==> config.mk <==
export PLATFORM = sky130hd
export DESIGN_NAME = pc_redirect_ctrl_flat
export DESIGN_NICKNAME = d
export VERILOG_FILES = /design/src/rtl/pc_redirect_ctrl_if.sv /design/src/rtl/pc_redirect_ctrl.sv /design/src/flat_wrapper.sv
export SDC_FILE = /design/constraint.sdc
export NUM_CORES = 1
export LEC_CHECK = 0
export ABC_CLOCK_PERIOD_IN_PS = 2550
export CAP_MARGIN = 10
export CORE_UTILIZATION = 40
export DETAILED_ROUTE_END_ITERATION = 8
export PLACE_DENSITY_LB_ADDON = 0.2
export SYNTH_ARGS = -nofsm -noshare
export SYNTH_HDL_FRONTEND = slang
export SYNTH_SLANG_ARGS = --single-unit
==> constraint.sdc <==
create_clock -name clk_i -period 2.55 [get_ports clk_i]
set_input_delay 0.51 -clock clk_i [delete_from_list [all_inputs] [get_ports clk_i]]
set_output_delay 0.51 -clock clk_i [all_outputs]
set_load 0.02 [all_outputs]
==> src/rtl/pc_redirect_ctrl_if.sv <==
// Redirect/halt signal bundle between the pipeline's redirect sources and pc_redirect_ctrl.
// The master side drives requests; the slave side is the controller.
interface pc_redirect_ctrl_if;
  logic        trap_req_i;
  logic [31:0] trap_vec_i;
  logic        br_req_i;
  logic [31:0] br_target_i;
  logic        jal_req_i;
  logic [31:0] jal_target_i;
  logic        stall_i;
  logic        halt_req_i;
  logic        resume_i;
  logic        isTakenBranch_o;
  logic [31:0] targetPC_o;
  logic        halt_o;
  logic        flush_o;
  logic        misalign_o;
  logic [31:0] misalign_addr_o;
  logic [15:0] redirect_cnt_o;

  modport master (
    output trap_req_i, trap_vec_i, br_req_i, br_target_i, jal_req_i, jal_target_i,
           stall_i, halt_req_i, resume_i,
    input  isTakenBranch_o, targetPC_o, halt_o, flush_o, misalign_o,
           misalign_addr_o, redirect_cnt_o
  );

  modport slave (
    input  trap_req_i, trap_vec_i, br_req_i, br_target_i, jal_req_i, jal_target_i,
           stall_i, halt_req_i, resume_i,
    output isTakenBranch_o, targetPC_o, halt_o, flush_o, misalign_o,
           misalign_addr_o, redirect_cnt_o
  );
endinterface

==> src/rtl/pc_redirect_ctrl.sv <==
// RV32I PC redirect sequencer: fixed-priority redirect arbitration, alignment check,
// boot hold, post-redirect flush window and halt/resume control.
module pc_redirect_ctrl #(
  parameter int unsigned FLUSH_CYCLES = 2,
  parameter int unsigned BOOT_CYCLES  = 4
) (
  input logic               clk_i,
  input logic               reset_ni,
  pc_redirect_ctrl_if.slave bus
);

  localparam int unsigned XLEN   = 32;
  localparam int unsigned CNT_W  = 4;
  localparam int unsigned RCNT_W = 16;

  typedef enum logic [1:0] {
    ST_BOOT   = 2'd0,
    ST_RUN    = 2'd1,
    ST_FLUSH  = 2'd2,
    ST_HALTED = 2'd3
  } state_e;

  state_e            r_state;
  logic [CNT_W-1:0]  r_cnt;
  logic              r_taken;
  logic [XLEN-1:0]   r_target;
  logic              r_flush;
  logic              r_misalign;
  logic [XLEN-1:0]   r_mis_addr;
  logic [RCNT_W-1:0] r_redir_cnt;

  state_e            w_state_nxt;
  logic [CNT_W-1:0]  w_cnt_nxt;
  logic              w_accept;
  logic [XLEN-1:0]   w_target_nxt;
  logic              w_misalign_nxt;
  logic [XLEN-1:0]   w_mis_addr_nxt;
  logic [XLEN-1:0]   w_cand;

  // Next-state, counter and registered-output decode
  always_comb begin
    w_state_nxt    = r_state;
    w_cnt_nxt      = r_cnt;
    w_accept       = 1'b0;
    w_target_nxt   = r_target;
    w_misalign_nxt = 1'b0;
    w_mis_addr_nxt = r_mis_addr;
    w_cand         = bus.br_req_i ? bus.br_target_i : bus.jal_target_i;

    unique case (r_state)
      ST_BOOT: begin
        if (r_cnt <= CNT_W'(1)) begin
          w_state_nxt = ST_RUN;
          w_cnt_nxt   = '0;
        end else begin
          w_cnt_nxt   = r_cnt - CNT_W'(1);
        end
      end
      ST_RUN: begin
        if (bus.trap_req_i) begin
          w_accept     = 1'b1;
          w_target_nxt = bus.trap_vec_i;
        end else if (bus.br_req_i || bus.jal_req_i) begin
          // Only the winning br/jal target is alignment-checked; losers are dropped
          if (w_cand[1:0] != 2'b00) begin
            w_misalign_nxt = 1'b1;
            w_mis_addr_nxt = w_cand;
            w_state_nxt    = ST_HALTED;
          end else begin
            w_accept     = 1'b1;
            w_target_nxt = w_cand;
          end
        end else if (bus.halt_req_i) begin
          w_state_nxt = ST_HALTED;
        end
      end
      ST_FLUSH: begin
        if (bus.trap_req_i) begin
          w_accept     = 1'b1;
          w_target_nxt = bus.trap_vec_i;
        end else if (r_cnt <= CNT_W'(1)) begin
          w_state_nxt = ST_RUN;
          w_cnt_nxt   = '0;
        end else begin
          w_cnt_nxt   = r_cnt - CNT_W'(1);
        end
      end
      ST_HALTED: begin
        if (bus.trap_req_i) begin
          w_accept     = 1'b1;
          w_target_nxt = bus.trap_vec_i;
        end else if (bus.resume_i) begin
          w_state_nxt = ST_RUN;
        end
      end
      default: w_state_nxt = ST_BOOT;
    endcase

    // Any accepted redirect (re)opens the flush window
    if (w_accept) begin
      w_state_nxt = ST_FLUSH;
      w_cnt_nxt   = CNT_W'(FLUSH_CYCLES);
    end
  end

  always_ff @(posedge clk_i or negedge reset_ni) begin
    if (!reset_ni) begin
      r_state     <= ST_BOOT;
      r_cnt       <= CNT_W'(BOOT_CYCLES);
      r_taken     <= 1'b0;
      r_target    <= '0;
      r_flush     <= 1'b0;
      r_misalign  <= 1'b0;
      r_mis_addr  <= '0;
      r_redir_cnt <= '0;
    end else begin
      r_state     <= w_state_nxt;
      r_cnt       <= w_cnt_nxt;
      r_taken     <= w_accept;
      r_target    <= w_target_nxt;
      r_flush     <= (w_state_nxt == ST_FLUSH);
      r_misalign  <= w_misalign_nxt;
      r_mis_addr  <= w_mis_addr_nxt;
      r_redir_cnt <= r_redir_cnt + RCNT_W'(w_accept);
    end
  end

  assign bus.isTakenBranch_o = r_taken;
  assign bus.targetPC_o      = r_target;
  assign bus.flush_o         = r_flush;
  assign bus.misalign_o      = r_misalign;
  assign bus.misalign_addr_o = r_mis_addr;
  assign bus.redirect_cnt_o  = r_redir_cnt;
  // Intentional combinational stall path into the PC hold
  assign bus.halt_o = (r_state == ST_BOOT) || (r_state == ST_HALTED) || bus.stall_i;

endmodule

==> src/flat_wrapper.sv <==
// flat-port wrapper written by rule: the top's interface ports become plain ports
module pc_redirect_ctrl_flat 
#(
  parameter int unsigned FLUSH_CYCLES = 2,
  parameter int unsigned BOOT_CYCLES  = 4
)
  (clk_i, reset_ni, bus_trap_req_i, bus_trap_vec_i, bus_br_req_i, bus_br_target_i, bus_jal_req_i, bus_jal_target_i, bus_stall_i, bus_halt_req_i, bus_resume_i, bus_isTakenBranch_o, bus_targetPC_o, bus_halt_o, bus_flush_o, bus_misalign_o, bus_misalign_addr_o, bus_redirect_cnt_o);
  pc_redirect_ctrl_if bus_i ();
  input logic clk_i;
  input logic reset_ni;
  input wire logic [$bits(bus_i.trap_req_i)-1:0] bus_trap_req_i;
  input wire logic [$bits(bus_i.trap_vec_i)-1:0] bus_trap_vec_i;
  input wire logic [$bits(bus_i.br_req_i)-1:0] bus_br_req_i;
  input wire logic [$bits(bus_i.br_target_i)-1:0] bus_br_target_i;
  input wire logic [$bits(bus_i.jal_req_i)-1:0] bus_jal_req_i;
  input wire logic [$bits(bus_i.jal_target_i)-1:0] bus_jal_target_i;
  input wire logic [$bits(bus_i.stall_i)-1:0] bus_stall_i;
  input wire logic [$bits(bus_i.halt_req_i)-1:0] bus_halt_req_i;
  input wire logic [$bits(bus_i.resume_i)-1:0] bus_resume_i;
  output wire logic [$bits(bus_i.isTakenBranch_o)-1:0] bus_isTakenBranch_o;
  output wire logic [$bits(bus_i.targetPC_o)-1:0] bus_targetPC_o;
  output wire logic [$bits(bus_i.halt_o)-1:0] bus_halt_o;
  output wire logic [$bits(bus_i.flush_o)-1:0] bus_flush_o;
  output wire logic [$bits(bus_i.misalign_o)-1:0] bus_misalign_o;
  output wire logic [$bits(bus_i.misalign_addr_o)-1:0] bus_misalign_addr_o;
  output wire logic [$bits(bus_i.redirect_cnt_o)-1:0] bus_redirect_cnt_o;
  assign bus_i.trap_req_i = bus_trap_req_i;
  assign bus_i.trap_vec_i = bus_trap_vec_i;
  assign bus_i.br_req_i = bus_br_req_i;
  assign bus_i.br_target_i = bus_br_target_i;
  assign bus_i.jal_req_i = bus_jal_req_i;
  assign bus_i.jal_target_i = bus_jal_target_i;
  assign bus_i.stall_i = bus_stall_i;
  assign bus_i.halt_req_i = bus_halt_req_i;
  assign bus_i.resume_i = bus_resume_i;
  assign bus_isTakenBranch_o = bus_i.isTakenBranch_o;
  assign bus_targetPC_o = bus_i.targetPC_o;
  assign bus_halt_o = bus_i.halt_o;
  assign bus_flush_o = bus_i.flush_o;
  assign bus_misalign_o = bus_i.misalign_o;
  assign bus_misalign_addr_o = bus_i.misalign_addr_o;
  assign bus_redirect_cnt_o = bus_i.redirect_cnt_o;
  pc_redirect_ctrl #(.FLUSH_CYCLES(FLUSH_CYCLES), .BOOT_CYCLES(BOOT_CYCLES)) u_core (.clk_i(clk_i), .reset_ni(reset_ni), .bus(bus_i));
endmodule
## Yosys cells after proc, flatten, opt, wreduce, memory -nomap -nowiden

Index checks and enable logic that the tools add are counted.

- Add/sub/neg operators: 2
- Order comparisons: 1
- Eq/ne operators: 8
- Muxes and demuxes: 29
- Bitwise operators: 1
- Reduce and logical (&&, ||, !) cells: 11

Operators with widths:

| operator | count |
|---|---|
| $mux W32 | 5 |
| $pmux W32 S2 | 1 |
| $mux W2 | 9 |
| $add A16 B1 Y16 | 1 |
| $mux W4 | 3 |
| $mux W1 | 8 |
| $pmux W2 S4 | 1 |
| $pmux W4 S2 | 1 |
| $reduce_and A4 Y1 | 2 |
| $eq A2 B2 Y1 const B | 3 |
| $ne A3 B2 Y1 const B | 2 |
| $le A4 B1 Y1 const B | 1 |
| $reduce_bool A2 Y1 | 2 |
| $sub A4 B1 Y4 const B | 1 |
| $logic_or A1 B1 Y1 | 3 |
| $ne A3 B3 Y1 const B | 1 |
| $reduce_bool A3 Y1 | 1 |
| $eq A2 B1 Y1 const B | 1 |
| $logic_not A2 Y1 | 1 |
| $ne A2 B1 Y1 const B | 1 |
| $pmux W1 S2 | 1 |
| $reduce_and A2 Y1 | 1 |
| $reduce_or A2 Y1 | 1 |
| $not A1 Y1 | 1 |

- Bits in registers: 89
- Input bits: 104
- Output and inout port bits: 84

## Logic depth before layout (Yosys ltp)

Gate-level depths: netlist of the first run.

- Depth in word-level cells: 8
- Mapped depth: 12

## Worst setup path after synthesis of the first run

Ideal clock, no wire load.

- Path type: reg-to-reg
- Start point: register u_core.r_state[0]
- End point: register u_core.r_redir_cnt[14], in the netlist u_core.bus.redirect_cnt_o[14]
- Arrival: 2.101 ns
- Data required time: 2.421 ns
- Path slack: 0.319 ns
- Stages on the path, launching flop included: 13
- Buffers on the path: 0
- Cells stage by stage: dfrtp_1 > inv_1 > ha_1 > o21ai_0 > a21oi_1 > o21ai_4 > inv_2 > ha_1 > ha_1 > nand2_1 > nor2_1 > nand3_1 > xnor2_1

- Longest elaborated chain between the ends: 4
- Elaborated cells between the ends (all ways): 6

Ends and longest elaborated chain:

| element | line | text |
|---|---|---|
| from (decl) | pc_redirect_ctrl.sv:23 | `state_e r_state;` |
| from (signal assigned) | pc_redirect_ctrl.sv:117 | `r_state <= w_state_nxt;` |
| $eq A2 B2 Y1 | pc_redirect_ctrl.sv:50 | `unique case (r_state)` |
| $reduce_or A2 Y1 (no line) | -- |  |
| $pmux W1 S2 * | pc_redirect_ctrl.sv:50 |  |
| named net u_core.w_accept | pc_redirect_ctrl.sv:34 | `logic w_accept;` |
| $add A16 B1 Y16 * | pc_redirect_ctrl.sv:124 | `r_redir_cnt <= r_redir_cnt + RCNT_W'(w_accept);` |
| to (signal assigned) | pc_redirect_ctrl.sv:124 |  |
| to (decl) | pc_redirect_ctrl.sv:30 | `logic [RCNT_W-1:0] r_redir_cnt;` |

The timed path passes the listed nets; every way through them passes the cells marked *.
A chain may end at the register's enable or synchronous reset.

## Worst setup path after layout of the first run

- Start point: register u_core.r_state[1]
- End point: output bus_halt_o

- Longest elaborated chain between the ends: 3
- Elaborated cells between the ends (all ways): 4

Ends and longest elaborated chain:

| element | line | text |
|---|---|---|
| $eq A2 B2 Y1 or $logic_not A2 Y1 (tied branches) | pc_redirect_ctrl.sv:135 | `assign bus.halt_o = (r_state == ST_BOOT) \|\| (r_state == ST_HALTED) \|\| bus.stall_i;` |
| $logic_or A1 B1 Y1 * (2 in series) | pc_redirect_ctrl.sv:135 |  |
| to (decl) | flat_wrapper.sv:22 | `output wire logic [$bits(bus_i.halt_o)-1:0] bus_halt_o;` |

Mark *: on every way between the ends. The rest lies on a longest branch, timed or not.

==> qor.yml, run 1 <==
placed_design:
  gp_congestion: 0.820
  placed_cells: 754
  io_buffers: 187
  dp_hpwl_um: 9010
hold_path:
  hold_class: "in -> async"
cts:
  cts_made_buffers: 9
  htree_levels: 3
  cts_resized: 0
  cts_root_buf: "clkbuf_8"
  cts_tree: "yes"
  cts_sinks: 89
  clkTransAtPathRegs_ns: 0.08
  clk_latency_ns: 0.35
  cts_hold_buf: 0
  postCtsSetupBuffers: 0
  clock_path_buffers: 2
logic_synthesis:
  synth_simple_gate_area_share_pct: 16.4
  synth_top_family_by_area: "simple AND/OR/NAND/NOR gates"
  synth_compound_area_share_pct: 15.2
  avgSynthCellArea_um2: 9.82
  synth_top_cell_by_area: "dfrtp_1"
  synth-xor-area-share_pct: 2.85
  synth_nets: 551
  synth-seq-area-share_pct: 51.8
  syn-cell-area_um2: 4300
  synth_top_area_share_pct: 51.2
  ys.flop_type: "dfrtp_1"
  synth_edf_count: 0
  yosysUniqueCellTypes: 46
  synthMuxAreaShare_pct: 7.25
  yosysMostFrequentCell: "dfrtp_1"
  ys.warnings.count: 0
  yosys.area_share.adder_pct: 2.62
  syn_inst: 438
  synthTopCellsByCount: "dfrtp_1 (88), nand2_1 (73), o21ai_0 (60)"
  ys_ff_latch: 89
  async_flop_share_pct: 100
  ys_top_cells_by_area: "dfrtp_1 (51%), mux2i_1 (7.0%), o21ai_0 (7.0%)"
pwr:
  p_per_area_nw_per_um2: 1090
  p_total_mw: 7.15
  p_int_mw: 4.23
  leakage_nw: 2.81
  swShare_pct: 40.8
  power_frac_seq_pct: 33.6
  ir_drop_mv: 0.567
  comb_power_share_pct: 52.9
  switching_power_mw: 2.92
  power.share.clock_pct: 13.5
floorplanning:
  rows: 37
  start_util_pct: 41.5
  die-height_um: 106
  pin_count: 188
  die_area_um2: 11200
  die_w_um: 106
  core_um2: 10400
drt:
  totalWireLength_um: 11800
  drt-vias-per-instance: 4.96
  ant_nets: 0
  wl_per_cell_um: 15.3
  drt-pass1-iter-count: 4
  drc: 0
  vias: 3823
  drtIter0Drc: 117
setup_path:
  worst_setup_path_end_kind: "output port"
  critPathTopFamily: "buffers and inverters"
  worstPathRequired_ns: 2.04
  critPathLaunchType: "flop"
  crit_chain: "inv_1 > ha_1 > nand2b_1 > clkdlybuf4s50_1"
  cp_slowest_cell: "clkdlybuf4s50_1"
  crit_fanout: 5
  worstSetupPathType: "reg -> out"
  worstPathArrival_ns: 1.82
  critical_path_buf_inv_count: 2
  crit_path_max_incr_delay_ns: 0.59
layout:
  n_antenna_cell: 0
  final_nets: 742
  stdcell_count: 770
  drive_gt1_share_pct: 7.10
  area_delta_synth_final_pct: 52.9
sta:
  finalSetupViolCount: 0
  fmax_ghz: 0.429
  tightestPinTransition_ns: 0.565
  drv_slew: 0
  hold_viol: 0
  rsz0062_at_grt: "no"
  timing.final.crit_share_pct: 91.4
  layout_min_cycle_time_ns: 2.33
  skew_ns: 0.00635
  max_slew_margin_pct: 62.0
grt:
  grt_pass1_wl_um: 19500
  grt_pass1_vias: 4003
  overflow: 0
  grt.total_usage_pct: 22.4
  grt_max_degree: 65
  antenna_found_initial: 0
status:
  status: "completed"
flow_run:
  drv_cap: 0
[logic make-up (layout without fill, tap and decap cells)]
family,count (synthesis),after routing
simple gates,149,149
compound gates,115,115
flops,89,89
mux,31,31
buf+inv,31,227
xor+xnor,14,14
fa+ha+maj,9,9
[stage by stage]
step | setup WS, ns | cell area [um2] | setup TNS [ns] | hold WS, ns | util [%]
after detailed placement | -0.0461 | 6380 | -0.108 | 0.469 | 61.5
after global placement | 0.0434 | 6380 | 0 | 0.461 | 61.5
after global routing | 0.0298 | 6570 | 0 | 0.119 | 63.4
after CTS | 0.188 | 6570 | 0 | 0.108 | 63.4
final | 0.218 | 6570 | 0 | 0.107 | 63.4
after floorplan | 0.319 | 4300 | 0 | 0.214 | -
[path summary, 6_finish.rpt]
path / end / cells after the start / start / slack, ns
setup / recovery: bus_halt_o / 4 / u_core.r_state[1] / 0.22
hold / removal: u_core.r_state[0] / 1 / reset_ni / 0.11
setup reg to reg: u_core.bus.redirect_cnt_o[14] / 12 / u_core.r_state[1] / 0.27
hold reg to reg: u_core.bus.targetPC_o[5] / 2 / u_core.bus.targetPC_o[5] / 0.48
max in group asynchronous: u_core.r_cnt[2] / 2 / reset_ni / 1.81
min in group clk_i: u_core.bus.targetPC_o[5] / 2 / u_core.bus.targetPC_o[5] / 0.48
[area by class of cell]
cell class	count	area (um2)
Timing Repair Buffer	202	2040
Fill cell	897	3800
Tap cell	136	170
Sequential cell	89	2230
Clock buffer	10	128
Clock inverter	6	65.1
Multi-Input combinational cell	318	1910
Inverter	9	33.8
[flip-flops by register name, indices dropped and copies added, names as in the netlist]
name and count:
u_core.bus.misalign_o 1, u_core.bus.isTakenBranch_o 1, u_core.bus.misalign_addr_o 32, u_core.r_cnt 4
u_core.bus.redirect_cnt_o 16, u_core.bus.flush_o 1, u_core.bus.targetPC_o 32, u_core.r_state 2
[power groups by stage]
stage,clock [mW],sequential [mW],combinational (mW)
finish,0.962,2.40,3.78
global route,1.07,2.49,4.13
CTS,0.997,2.41,3.84
detailed placement,0,2.43,3.83
global placement,0,2.39,3.75
floorplan,0,3.07,1.33
[placed cells by master (no fill, tap or decap), types with 4 or more instances in the layout]
cell type,netlist,routed
nand3_1,10,10
a21oi_1,35,35
buf_4,4,11
o21ai_1,8,8
clkdlybuf4s50_1,0,185
xnor2_1,10,10
nand2b_1,4,4
nor2_1,37,37
ha_1,9,9
clkbuf_8,0,9
nand2_1,73,73
inv_1,8,8
o21ai_0,60,60
or3_1,4,4
dfrtp_1,88,88
xor2_1,4,4
buf_12,0,5
mux2i_1,30,30
nor3_1,4,4
[metal layers]
layer / up-vias / GRT usage (%) / wire [um]
met3: 12 / 6.68 / 843
met5: - / 0 / 0
met4: 0 / 7.14 / 140
met2: 120 / 39.5 / 6060
met1: 1798 / 26.1 / 4770
li1: 1893 / - / -
[worst reg2reg max path, stage by stage (launching register included)]
cell,delay [ns]
dfrtp_1,0.44
inv_1,0.12
ha_1,0.26
inv_1,0.06
a21oi_1,0.25
o21ai_4,0.10
inv_2,0.09
ha_1,0.17
ha_1,0.17
nand2_1,0.07
nor2_1,0.18
nand3_1,0.12
xnor2_1,0.14
Note: power is estimated with default switching activity, not from simulation.
==> run 2, diff against run 1 <==
--- a/config.mk
+++ b/config.mk
@@ -5,9 +5,9 @@
 export SDC_FILE = /design/constraint.sdc
 export NUM_CORES = 1
 export LEC_CHECK = 0
-export ABC_CLOCK_PERIOD_IN_PS = 2550
+export ABC_CLOCK_PERIOD_IN_PS = 2100
 export CAP_MARGIN = 10
-export CORE_UTILIZATION = 40
+export CORE_UTILIZATION = 38
 export DETAILED_ROUTE_END_ITERATION = 8
 export PLACE_DENSITY_LB_ADDON = 0.2
 export SYNTH_ARGS = -nofsm -noshare
==> constraint.sdc (replaced) <==
create_clock -name clk_i -period 2.1 [get_ports clk_i]
set_input_delay 0.42 -clock clk_i [delete_from_list [all_inputs] [get_ports clk_i]]
set_output_delay 0.42 -clock clk_i [all_outputs]
set_load 0.02 [all_outputs]
==> qor.yml, run 2 (same netlist as run 1, synthesis figures left out) <==
setup_path:
  critPathLaunchType: "flop"
  worstPathArrival_ns: 2.24
  worst_setup_path_end_kind: "flop"
  worstPathRequired_ns: 2.32
  worstSetupPathType: "reg -> reg"
  crit_fanout: 3
  reg2reg_depth: 11
floorplanning:
  rows: 38
  start_util_pct: 39.3
  die_area_um2: 11700
  die_w_um: 108
  core_um2: 10900
  pin_count: 188
  die-height_um: 108
cts:
  clkTransAtPathRegs_ns: 0.07
  cts_hold_buf: 0
  cts_root_buf: "clkbuf_16"
  clock_path_buffers: 2
  cts_made_buffers: 9
  cts_tree: "yes"
  cts_sinks: 89
  htree_levels: 3
  clk_latency_ns: 0.34
sta:
  setup_slack_ns: 0.0878
  tightestPinTransition_ns: 0.485
  skew_ns: 0.00633
  finalSetupViolCount: 0
  holdWs_ns: 0.0406
  hold_viol: 0
  timing.final.crit_share_pct: 95.8
  layout_min_cycle_time_ns: 2.01
  fmax_ghz: 0.497
  rsz0062_at_grt: "yes"
  drv_slew: 0
  max_slew_margin_pct: 67.7
status:
  status: "completed"
drt:
  drt-pass1-iter-count: 7
  ant_nets: 0
  drt-vias-per-instance: 4.93
  vias: 3881
  drtIter0Drc: 168
  totalWireLength_um: 11800
  wl_per_cell_um: 15.0
  drc: 0
grt:
  antenna_found_initial: 0
  grt_pass1_wl_um: 18700
  grt_max_degree: 59
  grt.total_usage_pct: 21.0
  grt_pass1_vias: 3848
  overflow: 0
layout:
  layout_commonest_cell: "clkdlybuf4s50_1"
  stdcell_area_um2: 6890
  most-common-layout-cells: "clkdlybuf4s50_1 (182), dfrtp_1 (87), nand2_1 (72)"
  final_nets: 755
  n_antenna_cell: 0
  drive_gt1_share_pct: 11.3
  stdcell_count: 787
  area_delta_synth_final_pct: 60.3
placed_design:
  gp_congestion: 0.772
  dp_hpwl_um: 8690
  pre_cts_slack_ns: -0.328
  placedInstanceArea_um2: 6490
  io_buffers: 187
  placed_cells: 768
pwr:
  leakage_nw: 2.94
  ir_drop_mv: 0.765
  p_per_area_nw_per_um2: 1370
  p_total_mw: 9.44
hold_path:
  hold_class: "in -> async"
flow_run:
  drv_cap: 0
[run 2: cell count changes in the layout (fill, tap and decap cells not counted), sizes merged]
cell           change
buf               +13
dlygate4sd2        +2
bufinv             +1
clkdlybuf4s50      -3
inv                -1
dlymetal6s2s       +1
clkinvlp           +1
clkbuf             -1
[run 2: stage by stage]
step / utilization (%) / TNS, ns
final: 63.0 / 0
after CTS: 62.4 / 0
after global routing: 63.0 / -0.0720
after detailed placement: 59.4 / -2.75
after global placement: 59.4 / -2.00
after floorplan: - / 0
[run 2: area by class of cell]
cell class	count	area (um2)
Timing Repair Buffer	215	2160
Multi-Input combinational cell	318	1970
Tap cell	140	175
Inverter	9	33.8
Clock inverter	7	93.8
Clock buffer	9	225
Fill cell	902	4040
Sequential cell	89	2230
[run 2: report_power, final]
group / total [mW] / internal (mW) / switching [mW]
clock network: 1.72 / 1.04 / 0.676
logic: 4.79 / 2.27 / 2.52
registers: 2.93 / 2.47 / 0.467
total: 9.44 / 5.77 / 3.66
[run 2: critical path: stages, from the launching register on]
cell and delay (ns):
dfrtp_1 0.39, buf_4 0.15, ha_2 0.18, o21ai_0 0.19, a21oi_2 0.11, o21ai_4 0.07
inv_2 0.08, ha_1 0.20, and3_1 0.22, nand2_1 0.11, nor2_1 0.06, xor2_1 0.13
[run 2: repair_timing]
| item | 4_1_cts | 5_1_grt |
|---|---|---|
| setup endpoints to repair | 2 | 9 |
| pin swaps | 4 | 5 |
| buffers inserted | 0 | 3 |
| resized for setup | 7 | 10 |
[run 2: routing by layer]
layer / GRT usage (%) / routed length [um] / vias up
li1: - / - / 1915
met1: 25.6 / 4980 / 1827
met2: 34.4 / 5650 / 128
met3: 6.75 / 1020 / 11
met4: 8.11 / 161 / 0
met5: 0 / 0 / -
[run 2: path summary, 6_finish.rpt]
check / slack [ns] / end / start
hold / removal: 0.04 / u_core.r_state[0] / reset_ni
setup / recovery: 0.09 / u_core.bus.redirect_cnt_o[9] / u_core.r_state[0]
setup reg to reg: 0.09 / u_core.bus.redirect_cnt_o[9] / u_core.r_state[0]
hold reg to reg: 0.48 / u_core.bus.targetPC_o[27] / u_core.bus.targetPC_o[27]
min in group clk_i: 0.48 / u_core.bus.targetPC_o[27] / u_core.bus.targetPC_o[27]
max in group asynchronous: 1.42 / u_core.bus.targetPC_o[19] / reset_ni
